<file path="config.mk">
export PLATFORM = sky130hd
export DESIGN_NAME = fc_decision_alarm
export DESIGN_NICKNAME = d
export VERILOG_FILES = /design/src/rtl/fc_decision_alarm.sv
export SDC_FILE = /design/constraint.sdc
export NUM_CORES = 1
export LEC_CHECK = 0
export CORE_ASPECT_RATIO = 1.2
export CORE_MARGIN = 1.5
export CORE_UTILIZATION = 49
export CTS_CLUSTER_SIZE = 14
export DETAILED_ROUTE_END_ITERATION = 8
export GPL_TIMING_DRIVEN = 0
export HOLD_SLACK_MARGIN = 0.06
export PLACE_DENSITY = 0.77
export SLEW_MARGIN = 20
export SYNTH_ARGS = -nofsm -noshare
export SYNTH_HDL_FRONTEND = slang
export SYNTH_SLANG_ARGS = --single-unit
export TNS_END_PERCENT = 5
</file>
<file path="constraint.sdc">
create_clock -name clk -period 2.3 [get_ports clk]
set_input_delay 0.575 -clock clk [delete_from_list [all_inputs] [get_ports clk]]
set_output_delay 0.575 -clock clk [all_outputs]
set_load 0.02 [all_outputs]
</file>
<file path="src/rtl/fc_decision_alarm.sv">
// Turns the two FP16 logits from the FC stage into a per-frame human/background decision
// and a debounced alarm. The alarm level reflects the on/off hysteresis state directly.
module fc_decision_alarm #(
   parameter int DATAWIDTH        = 16,
   parameter int ALARM_ON_FRAMES  = 3,
   parameter int ALARM_OFF_FRAMES = 5,
   parameter int CNT_W            = 8
) (
   input  logic                   clk,
   input  logic                   reset,
   input  logic [2*DATAWIDTH-1:0] fc_data,
   input  logic                   fc_done,
   input  logic                   alarm_clear,
   output logic                   decision_valid,
   output logic                   human,
   output logic                   nan_frame,
   output logic                   alarm,
   output logic                   nan_flag,
   output logic [CNT_W-1:0]       frame_count
);

   typedef enum logic {SAFE, ALARM} state_t;

   logic                   done_q;
   logic                   cap_v_q;
   logic [2*DATAWIDTH-1:0] data_q;
   logic                   dv_q, human_q, nan_q;
   state_t                 state_q, state_d;
   logic [CNT_W-1:0]       hit_q, hit_d, miss_q, miss_d, frame_q, frame_d;
   logic                   nan_flag_q, nan_flag_d;

   logic                   rise;
   logic [15:0]            lg_h, lg_b, key_h, key_b;
   logic                   nan_h, nan_b, both_zero, cmp_human, cmp_nan;

   assign rise = fc_done & ~done_q;

   assign lg_h      = data_q[2*DATAWIDTH-1:DATAWIDTH];
   assign lg_b      = data_q[DATAWIDTH-1:0];
   assign nan_h     = (&lg_h[14:10]) & (|lg_h[9:0]);
   assign nan_b     = (&lg_b[14:10]) & (|lg_b[9:0]);
   assign both_zero = ~(|lg_h[14:0]) & ~(|lg_b[14:0]);
   // Sign-magnitude to offset-binary mapping makes FP16 ordering a plain unsigned compare.
   assign key_h     = lg_h[15] ? ~lg_h : (lg_h ^ 16'h8000);
   assign key_b     = lg_b[15] ? ~lg_b : (lg_b ^ 16'h8000);
   assign cmp_nan   = nan_h | nan_b;
   assign cmp_human = ~cmp_nan & ~both_zero & (key_h > key_b);

   always_ff @(posedge clk or negedge reset) begin
      if (!reset) begin
         done_q  <= 1'b0;
         cap_v_q <= 1'b0;
         data_q  <= '0;
         dv_q    <= 1'b0;
         human_q <= 1'b0;
         nan_q   <= 1'b0;
      end else begin
         done_q  <= fc_done;
         cap_v_q <= rise;
         if (rise) data_q <= fc_data;
         dv_q    <= cap_v_q;
         if (cap_v_q) begin
            human_q <= cmp_human;
            nan_q   <= cmp_nan;
         end
      end
   end

   always_ff @(posedge clk or negedge reset) begin
      if (!reset) begin
         state_q    <= SAFE;
         hit_q      <= '0;
         miss_q     <= '0;
         frame_q    <= '0;
         nan_flag_q <= 1'b0;
      end else begin
         state_q    <= state_d;
         hit_q      <= hit_d;
         miss_q     <= miss_d;
         frame_q    <= frame_d;
         nan_flag_q <= nan_flag_d;
      end
   end

   always_comb begin
      state_d    = state_q;
      hit_d      = hit_q;
      miss_d     = miss_q;
      frame_d    = frame_q;
      nan_flag_d = nan_flag_q;
      if (dv_q) frame_d = frame_q + 1'b1;
      // A clear at the same edge as a decision wins; only the frame counter still advances.
      if (alarm_clear) begin
         state_d    = SAFE;
         hit_d      = '0;
         miss_d     = '0;
         nan_flag_d = 1'b0;
      end else if (dv_q) begin
         if (nan_q) nan_flag_d = 1'b1;
         case (state_q)
            SAFE: begin
               if (human_q) begin
                  if (hit_q == CNT_W'(ALARM_ON_FRAMES - 1)) begin
                     state_d = ALARM;
                     hit_d   = '0;
                     miss_d  = '0;
                  end else begin
                     hit_d = hit_q + 1'b1;
                  end
               end else begin
                  hit_d = '0;
               end
            end
            ALARM: begin
               if (!human_q) begin
                  if (miss_q == CNT_W'(ALARM_OFF_FRAMES - 1)) begin
                     state_d = SAFE;
                     hit_d   = '0;
                     miss_d  = '0;
                  end else begin
                     miss_d = miss_q + 1'b1;
                  end
               end else begin
                  miss_d = '0;
               end
            end
            default: state_d = SAFE;
         endcase
      end
   end

   assign decision_valid = dv_q;
   assign human          = human_q;
   assign nan_frame      = nan_q;
   assign alarm          = (state_q == ALARM);
   assign nan_flag       = nan_flag_q;
   assign frame_count    = frame_q;

endmodule

</file>
==> results_dict.tcl, run 1 <==
set metrics [dict create \
    start_util_pct 50.4 \
    holdPathStages 0 \
    hold_path_startpoint "cap_v_q" \
    whs_endpoint "decision_valid" \
    antenna_found_initial 0 \
    reg2reg_to "human" \
    critPathSlowestCell "a2111oi_1" \
    routedWlPerCell_um 14.8 \
    num-fill-cells 567 \
    synth_edf_count 0 \
    clockBufferDepth 2 \
    max_stage_delay_ps 520 \
    yosys_most_used_dff "dfrtp_1" \
    die_w_um 79.2 \
    ant_nets 0 \
    die_area_sq_um 7470 \
    slew_headroom_pct 55.9 \
    vias 2576 \
    rsz0062_at_grt "false" \
    max_slew.worst_pin.slew_ps 661 \
    setup_viol 0 \
    wl_mm 6.87 \
    crit_type "reg -> reg" \
    reg2reg_depth 7 \
    dp.final_hpwl_mm 5.07 \
    yosys_warnings 0 \
    skew_ps 6.51 \
    ys_ff_latch 63 \
    max_freq_ghz 0.464 \
    path_cells "buf_6 > xor2_1 > ha_1 > nand4_1 > a2111oi_1 > nor4_2 > a211oi_1" \
    gp_congestion 0.958 \
    fp.dieH_um 94.4 \
    leakage_uw 0.00182 \
    hold_class "reg -> reg" \
    io_pins 49 \
    startpoint_type "register" \
    drt-initial-drc-count 55 \
    ir_drop_mv 0.498 \
    gr-total-overflow 0 \
    worst-path-max-fanout 10 \
    synth.distinct_cells 44 \
    critPathArrivalTime_ps 2400 \
    first_pass_iters 4 \
    syn-num-nets 368 \
    grt_use_total_pct 20.7 \
    cp.required_ps 2550 \
    worstSetupEndpointType "register" \
    clock_latency_ps 340 \
    hold_viol_final 0 \
    slew_violations 0 \
    fin_crit_ps 2150 \
    p_total_uw 3290 \
    syn_area_sq_um 3410 \
    cts-root-buf "clkbuf_8" \
    area_growth_pct 24.6 \
    nets 429 \
    htreeDepth 3 \
    numCtsBuffers 9 \
    syn_area_per_cell_sq_um 11.0 \
    ys_async_sr_fraction_pct 100 \
    clock_sinks 63 \
    grt_first_pass_wirelength_mm 12.0 \
    synth_cells 311 \
    clk_pin_slew_ps 70 \
    grt_pass1_vias 2608 \
    n_antenna_cell 0 \
    drive_gt1_share_pct 19.1 \
    cts_tree "done" \
    portBuffers 48 \
    drcViolationCount 0 \
    status "complete, no violations" \
    rr_startpoint "data_q[31]" \
    viasPerCell 5.55 \
    core_sq_um 6770 \
    cp-startpoint "data_q[31]" \
    finalCritPeriodShare_pct 93.7 \
    rows 33 \
    fin_setup_tns_ps 0 \
    power_density_nw_per_um2 774 \
    r2r_slack_ps 150 \
    drv_cap 0 \
    ys_seq_area_share_pct 46.2 \
    grt_max_degree 57 \
]
==> metrics by stage <==
step	area [sq um]	cells	setup WS [ps]	hold WS [ps]	util, %
global route	4250	464	42.6	441	62.7
finish	4250	464	146	420	62.7
floorplan	3420	311	56.6	279	-
detailed placement	4030	447	-203	415	59.6
CTS	4250	464	25.9	429	62.7
global placement	4010	446	-1330	408	59.2
==> final cells by class <==
type,count,area [sq um],area share (%)
Multi-Input combinational cell,232,1770,41.6
Sequential cell,63,1580,37.2
Timing Repair Buffer,52,531,12.5
Clock buffer,11,151,3.56
Tap cell,87,109,2.56
Buffer,8,56.3,1.33
Clock inverter,5,32.5,0.766
Inverter,6,22.5,0.530
==> where the power goes <==
group          switching (uW)  internal [uW]  total [uW]
combinational             459            523         982
sequential                176           1250        1430
clock                     432            445         877
==> Yosys cell counts (3+ instances only) <==
master	n	area [sq um]
a21oi_1	9	45.0
and3_1	12	75.1
buf_2	5	25.0
clkbuf_1	3	11.3
dfrtp_1	63	1580
ha_1	21	263
inv_1	6	22.5
mux2_2	32	360
nand2_1	17	63.8
nand3_1	8	40.0
nand4_1	11	68.8
nor2_1	17	63.8
nor4_1	8	50.1
o21ai_0	18	90.1
o21ai_1	8	40.0
xnor2_1	19	166
xor2_1	18	158
==> worst max path at each step <==
stage / endpoint / depth (start not counted)
global placement: data_q[9] / 1
CTS: human / 8
floorplan: human / 9
finish: human / 7
global route: data_q[4] / 5
detailed placement: human / 9
==> worst max-delay path, delay by kind of cell (launching register included) <==
| kind | cells | cell delay, ps |
|---|---|---|
| compound gates | 2 | 700 |
| flops | 1 | 430 |
| fa+ha+maj | 1 | 330 |
| simple gates | 2 | 280 |
| xor+xnor | 1 | 170 |
| buf+inv | 1 | 160 |
==> registers in the layout, indices dropped and copies added, names as in the netlist <==
register / cells
cap_v_q: 1
nan_flag: 1
decision_valid: 1
alarm: 1
frame_count: 8
miss_q: 8
nan_frame: 1
data_q: 32
human: 1
hit_q: 8
done_q: 1
==> layer usage <==
| layer | up-vias | GRT usage, % | wire length, um |
|---|---|---|---|
| met3 | 17 | 4.64 | 245 |
| met2 | 62 | 35.7 | 3510 |
| met5 | - | 0 | 0 |
| met4 | 0 | 10.1 | 210 |
| li1 | 1237 | - | - |
| met1 | 1260 | 24.3 | 2900 |
==> kinds of logic after synthesis <==
logic type      after synthesis  synth area share, %
buf+inv                      16                 2.16
compound gates               54                 10.1
fa+ha+maj                    21                 7.70
mux                          32                 10.6
xor+xnor                     37                 9.50
simple gates                 88                 13.8
flops                        63                 46.2
==> cells in the final DEF (no fill, tap or decap), types with 2 or more instances in the layout <==
cell type,Yosys,routed
nor2_1,17,17
dfrtp_1,63,61
o21ai_1,8,8
dfrtp_2,0,2
nor2b_1,2,2
or3b_2,2,2
a21o_1,2,2
a21oi_1,9,9
clkinvlp_4,0,3
o31ai_1,2,2
and3_1,12,12
nor4_1,8,7
nand4_1,11,11
xor2_1,18,18
a31oi_1,2,2
ha_1,21,21
inv_1,6,6
nor3_1,2,2
mux2_2,32,32
buf_4,0,3
a211oi_1,2,2
buf_6,1,3
o21ai_0,18,18
nor2_2,2,2
clkbuf_8,0,11
clkinv_2,0,2
o21a_1,2,2
nand3_1,8,8
nand2_1,17,17
clkdlybuf4s50_1,0,47
buf_2,5,3
xnor2_1,19,19
==> timing repair <==
item,4_1_cts,5_1_grt
resized for setup,5,1
endpoints found under the hold margin,7,0
endpoints found under the setup margin,1,1
pin swaps,0,1
hold buffers,1,0
setup buffers,2,0
(Power assumes the default switching activity.)
==> run 2, diff against run 1 <==
Settings changed: CORE_MARGIN 1.5 to default, REMOVE_ABC_BUFFERS from default to 1.
==> results_dict.tcl, run 2 (same netlist as run 1, synthesis figures left out) <==
set metrics [dict create \
    layout_commonest_cell "dfrtp_1" \
    grt_first_pass_wirelength_mm 11.7 \
    cts_hold_buffers 0 \
    max_slew.worst_pin.slew_ps 642 \
    fin_crit_ps 2270 \
    setup_ws_ps 32.6 \
    hold_class "in -> async" \
    rows 32 \
    drcViolationCount 0 \
    ir_drop_mv 0.631 \
    clock_sinks 63 \
    clk_pin_slew_ps 80 \
    grt_pass1_vias 2544 \
    gr-total-overflow 0 \
    area_growth_pct 27.7 \
    grt_use_total_pct 21.0 \
    startpoint_type "register" \
    antenna_found_initial 0 \
    worstSetupEndpointType "register" \
    worst-path-max-fanout 5 \
    critPathSlowestCell "dfrtp_4" \
    path_cells "xor2_1 > ha_1 > a21oi_1 > a21boi_0 > or3b_2 > nor4_4 > a211oi_2" \
    ant_nets 0 \
    cp.required_ps 2530 \
    postPlaceCellArea_sq_um 4010 \
    htreeDepth 3 \
    power_density_nw_per_um2 803 \
    slew_violations 0 \
    start_util_pct 51.9 \
    setup_viol 0 \
    place_ws_ps -254 \
    dp.final_hpwl_mm 4.68 \
    fp.dieH_um 93.4 \
    clock_latency_ps 350 \
    portBuffers 48 \
    post-route-util_pct 66.3 \
    hold_viol_final 0 \
    status "complete, no violations" \
    layout_common_cells "dfrtp_1 (61), clkdlybuf4s50_1 (47), mux2_2 (32), ha_1 (21), xnor2_1 (19)" \
    clockBufferDepth 2 \
    max_stage_delay_ps 530 \
    first_pass_iters 4 \
    nets 429 \
    viasPerCell 5.49 \
    drive_gt1_share_pct 20.5 \
    cts-root-buf "clkbuf_8" \
    hold_slack_ps 100 \
    numCtsBuffers 9 \
    num-fill-cells 546 \
    cts_tree "done" \
    finalCritPeriodShare_pct 98.6 \
    design_area_sq_um 4360 \
    die_area_sq_um 7300 \
    route.met3.wl_um 225 \
    top_layer_used "met4" \
    slew_headroom_pct 57.2 \
    io_pins 49 \
    die_w_um 78.2 \
    drv_cap 0 \
    route.met2.wl_mm 3.50 \
    grt_max_degree 47 \
    vias 2531 \
    core_sq_um 6570 \
    wl_mm 6.89 \
    wl_met1_mm 3.01 \
    gp_congestion 0.834 \
    leakage_uw 0.00186 \
    critPathArrivalTime_ps 2500 \
    skew_ps 12.3 \
    largest_register "data_q" \
    largest_reg_flops 32 \
    max_freq_ghz 0.441 \
    crit_type "reg -> reg" \
    fin_setup_tns_ps 0 \
    routedWlPerCell_um 15.0 \
    n_antenna_cell 0 \
    drt-initial-drc-count 159 \
]
run 2: changes by cell type in the layout (fill, tap and decap cells not counted), sizes merged:
cell and change:
buf +2, dlygate4sd3 -1, clkinv -1, bufinv +1
clkinvlp -2
run 2: final cells by class:
cell class	count	area, sq um	share of cell area [%]
multi-input combinational	232	1810	41.6
sequential	63	1580	36.4
timing repair buffer	60	633	14.5
clock buffer	12	155	3.56
tap	85	106	2.44
clock inverter	3	42.5	0.977
inverter	6	22.5	0.517
run 2: worst paths after layout:
kind	from	endpoint	slack (ps)	cells after the start
worst min register to register	cap_v_q	decision_valid	440	0
min in group clk	cap_v_q	decision_valid	440	0
max in group asynchronous	reset	data_q[15]	1670	2
worst max-delay path	data_q[31]	human	30	7
worst min-delay path	reset	frame_count[5]	100	1
worst max register to register	data_q[31]	human	30	7
run 2: where the power goes:
group | internal [uW] | switching (uW)
clock network | 552 | 427
logic | 578 | 504
registers | 1260 | 179
total | 2390 | 1110
run 2: worst max-delay path, delay by kind of cell (launching register included):
| kind | cells | cell delay (ps) |
|---|---|---|
| and+or+nand+nor | 2 | 790 |
| AOI/OAI and AO/OA | 3 | 340 |
| xor gates and xnor gates | 1 | 180 |
| DFF | 1 | 530 |
| adders and majority gates | 1 | 320 |
run 2: per-stage QoR:
stage / power [uW] / cells
after global routing: 3700 / 461
after floorplan: 2030 / 301
after global placement: 2340 / 434
after detailed placement: 2390 / 436
final: 3500 / 461
after CTS: 3410 / 454
run 2: timing repair:
item,4_1_cts,5_1_grt
endpoints found under the setup margin,1,1
resized for setup,3,8
pin swaps,0,5
buffers inserted,3,7
run 2: per-layer routing:
layer | vias up | track usage (%)
met5 | - | 0
met1 | 1224 | 24.9
met2 | 52 | 34.9
met4 | 0 | 9.72
li1 | 1241 | -
met3 | 14 | 6.05
==> RTL change, RTL diff (flow settings as in run 1) <==
Change the parameter `CNT_W` from 8 to 9.
--- a/src/rtl/fc_decision_alarm.sv
+++ b/src/rtl/fc_decision_alarm.sv
@@ -6,3 +6,3 @@
    parameter int ALARM_OFF_FRAMES = 5,
-   parameter int CNT_W            = 8
+   parameter int CNT_W            = 9
 ) (
Ports: changed (resized frame_count); port bits go from 49 to 50. No check against the original RTL was run, so the function may have changed too.
==> RTL change against run 1 <==
Area after synthesis increased by 3.7%; final cell count up 2.6%; worst hold slack got worse by 0.29 ns; synthesized cell count up 4.2%; design area rose by 3.9%; power grew 4.1%; core utilization up 1.3 points; critical endpoint unchanged; wire length is 4.5% higher; worst setup slack worse by 0.053 ns; critical path type unchanged; sequential power rose by 3%; sequential cell count is 3 higher.
==> RTL change: results (changes against run 1) <==
status:
  status: "completed"
clock_tree:
  cts_resized: 4  # -1
  clock-sinks: 66  # +4.8%
grt:
  grt_use_met3: 0.0493  # +0.00291
  grt_max_degree: 43  # -25%
  grt_use_met2: 0.354  # -0.00250
  grt_pass1_wl_mm: 12.3  # +2.9%
  track_usage: 0.210  # +0.00287
  gr-usage-met1: 0.260  # +0.0175
layout:
  fillCellCount: 539  # -4.9%
  n_antenna_cell: 0  # unchanged
  drive_above_1_share: 0.177  # -0.0136
  layout.nets: 442  # +3.0%
route:
  wl_met1_mm: 3.14  # +8.2%
  wl_met2_mm: 3.70  # +5.4%
  wl_met3_um: 223  # -9.0%
  vias: 2677  # +3.9%
  drtIter0Drc: 109  # +98%
  wl_mm: 7.17  # +4.5%
synthesis:
  synth_commonest_cells: "dfrtp_1, mux2_2, o21ai_0, xnor2_1, ha_1"
  yosys.cell_types.count: 40  # -9.1%
  netlist_instances: 324  # +4.2%
  ys_top_cells_by_area: "dfrtp_1, mux2_2, ha_1, xnor2_1, xor2_1"
  synth-seq-area-share: 0.467  # +0.00471
worst_hold_path:
  hp-class: "input pin to async pin"
placement:
  place.gp.congestion: 0.855  # -11%
  post_dp_cell_area_mm2: 0.00416  # +3.3%
  place_ws_ns: -0.240  # -0.0366 ns
  port_buffers: 49  # +2.1%
power_and_ir_drop:
  p_int_mw: 2.35  # +5.9%
  p_leak_nw: 1.86  # +1.9%
  ir_drop_v: 0.000465  # -6.8%
worst_setup_path:
  max_stage_delay_ns: 0.57  # +0.05 ns
  arrival_ns: 2.46  # +0.06 ns
timing:
  skew_ns: 0.00708  # +0.000573 ns
RTL change: changes by cell type after synthesis, sizes merged, moves of 3 or more:
cell	change
clkbuf	+7
nor2	-6
nor2b	+3
dfrtp	+3
nand2b	+3
xnor2	+3
buf	-5
o31ai	+4
RTL change: final cells by class:
cell class	count	area [um2]	area share
repair buffers	52	523	0.118
multi-input cells	239	1850	0.420
plain buffers	10	63.8	0.0145
well taps	87	109	0.0247
clock buffers	12	145	0.0329
inverters	7	26.3	0.00595
clock inverters	3	40.0	0.00907
flip-flops and latches	66	1650	0.375
RTL change: kinds of logic after synthesis:
| kind of cell | after synthesis | share of synthesized area |
|---|---|---|
| AND/OR/NAND/NOR | 88 | 0.138 |
| buffers and inverters | 19 | 0.0205 |
| XOR/XNOR | 38 | 0.0941 |
| adder cells (fa/ha/maj) | 21 | 0.0743 |
| multiplexers | 32 | 0.102 |
| AO/OA/AOI/OAI | 60 | 0.104 |
| flip-flops | 66 | 0.467 |
RTL change: power groups by stage:
stage	clock [mW]	sequential (mW)	combinational, mW
floorplan	0	1.52	0.577
global placement	0	1.49	0.930
detailed placement	0	1.49	0.968
CTS	0.965	1.48	0.982
global route	1.01	1.50	1.10
finish	0.948	1.48	0.993
RTL change: path summary, 6_finish.rpt:
check / end / slack (ns) / depth (start not counted)
worst max-delay path: human$_DFFE_PN0P_ / 0.09 / 7
worst min-delay path: hit_q[6]$_DFFE_PN0P_ / 0.13 / 1
worst max register to register: human$_DFFE_PN0P_ / 0.09 / 7
worst min register to register: decision_valid$_DFF_PN0_ / 0.44 / 0
max in group asynchronous: data_q[15]$_DFFE_PN0P_ / 1.63 / 2
min in group clk: decision_valid$_DFF_PN0_ / 0.44 / 0
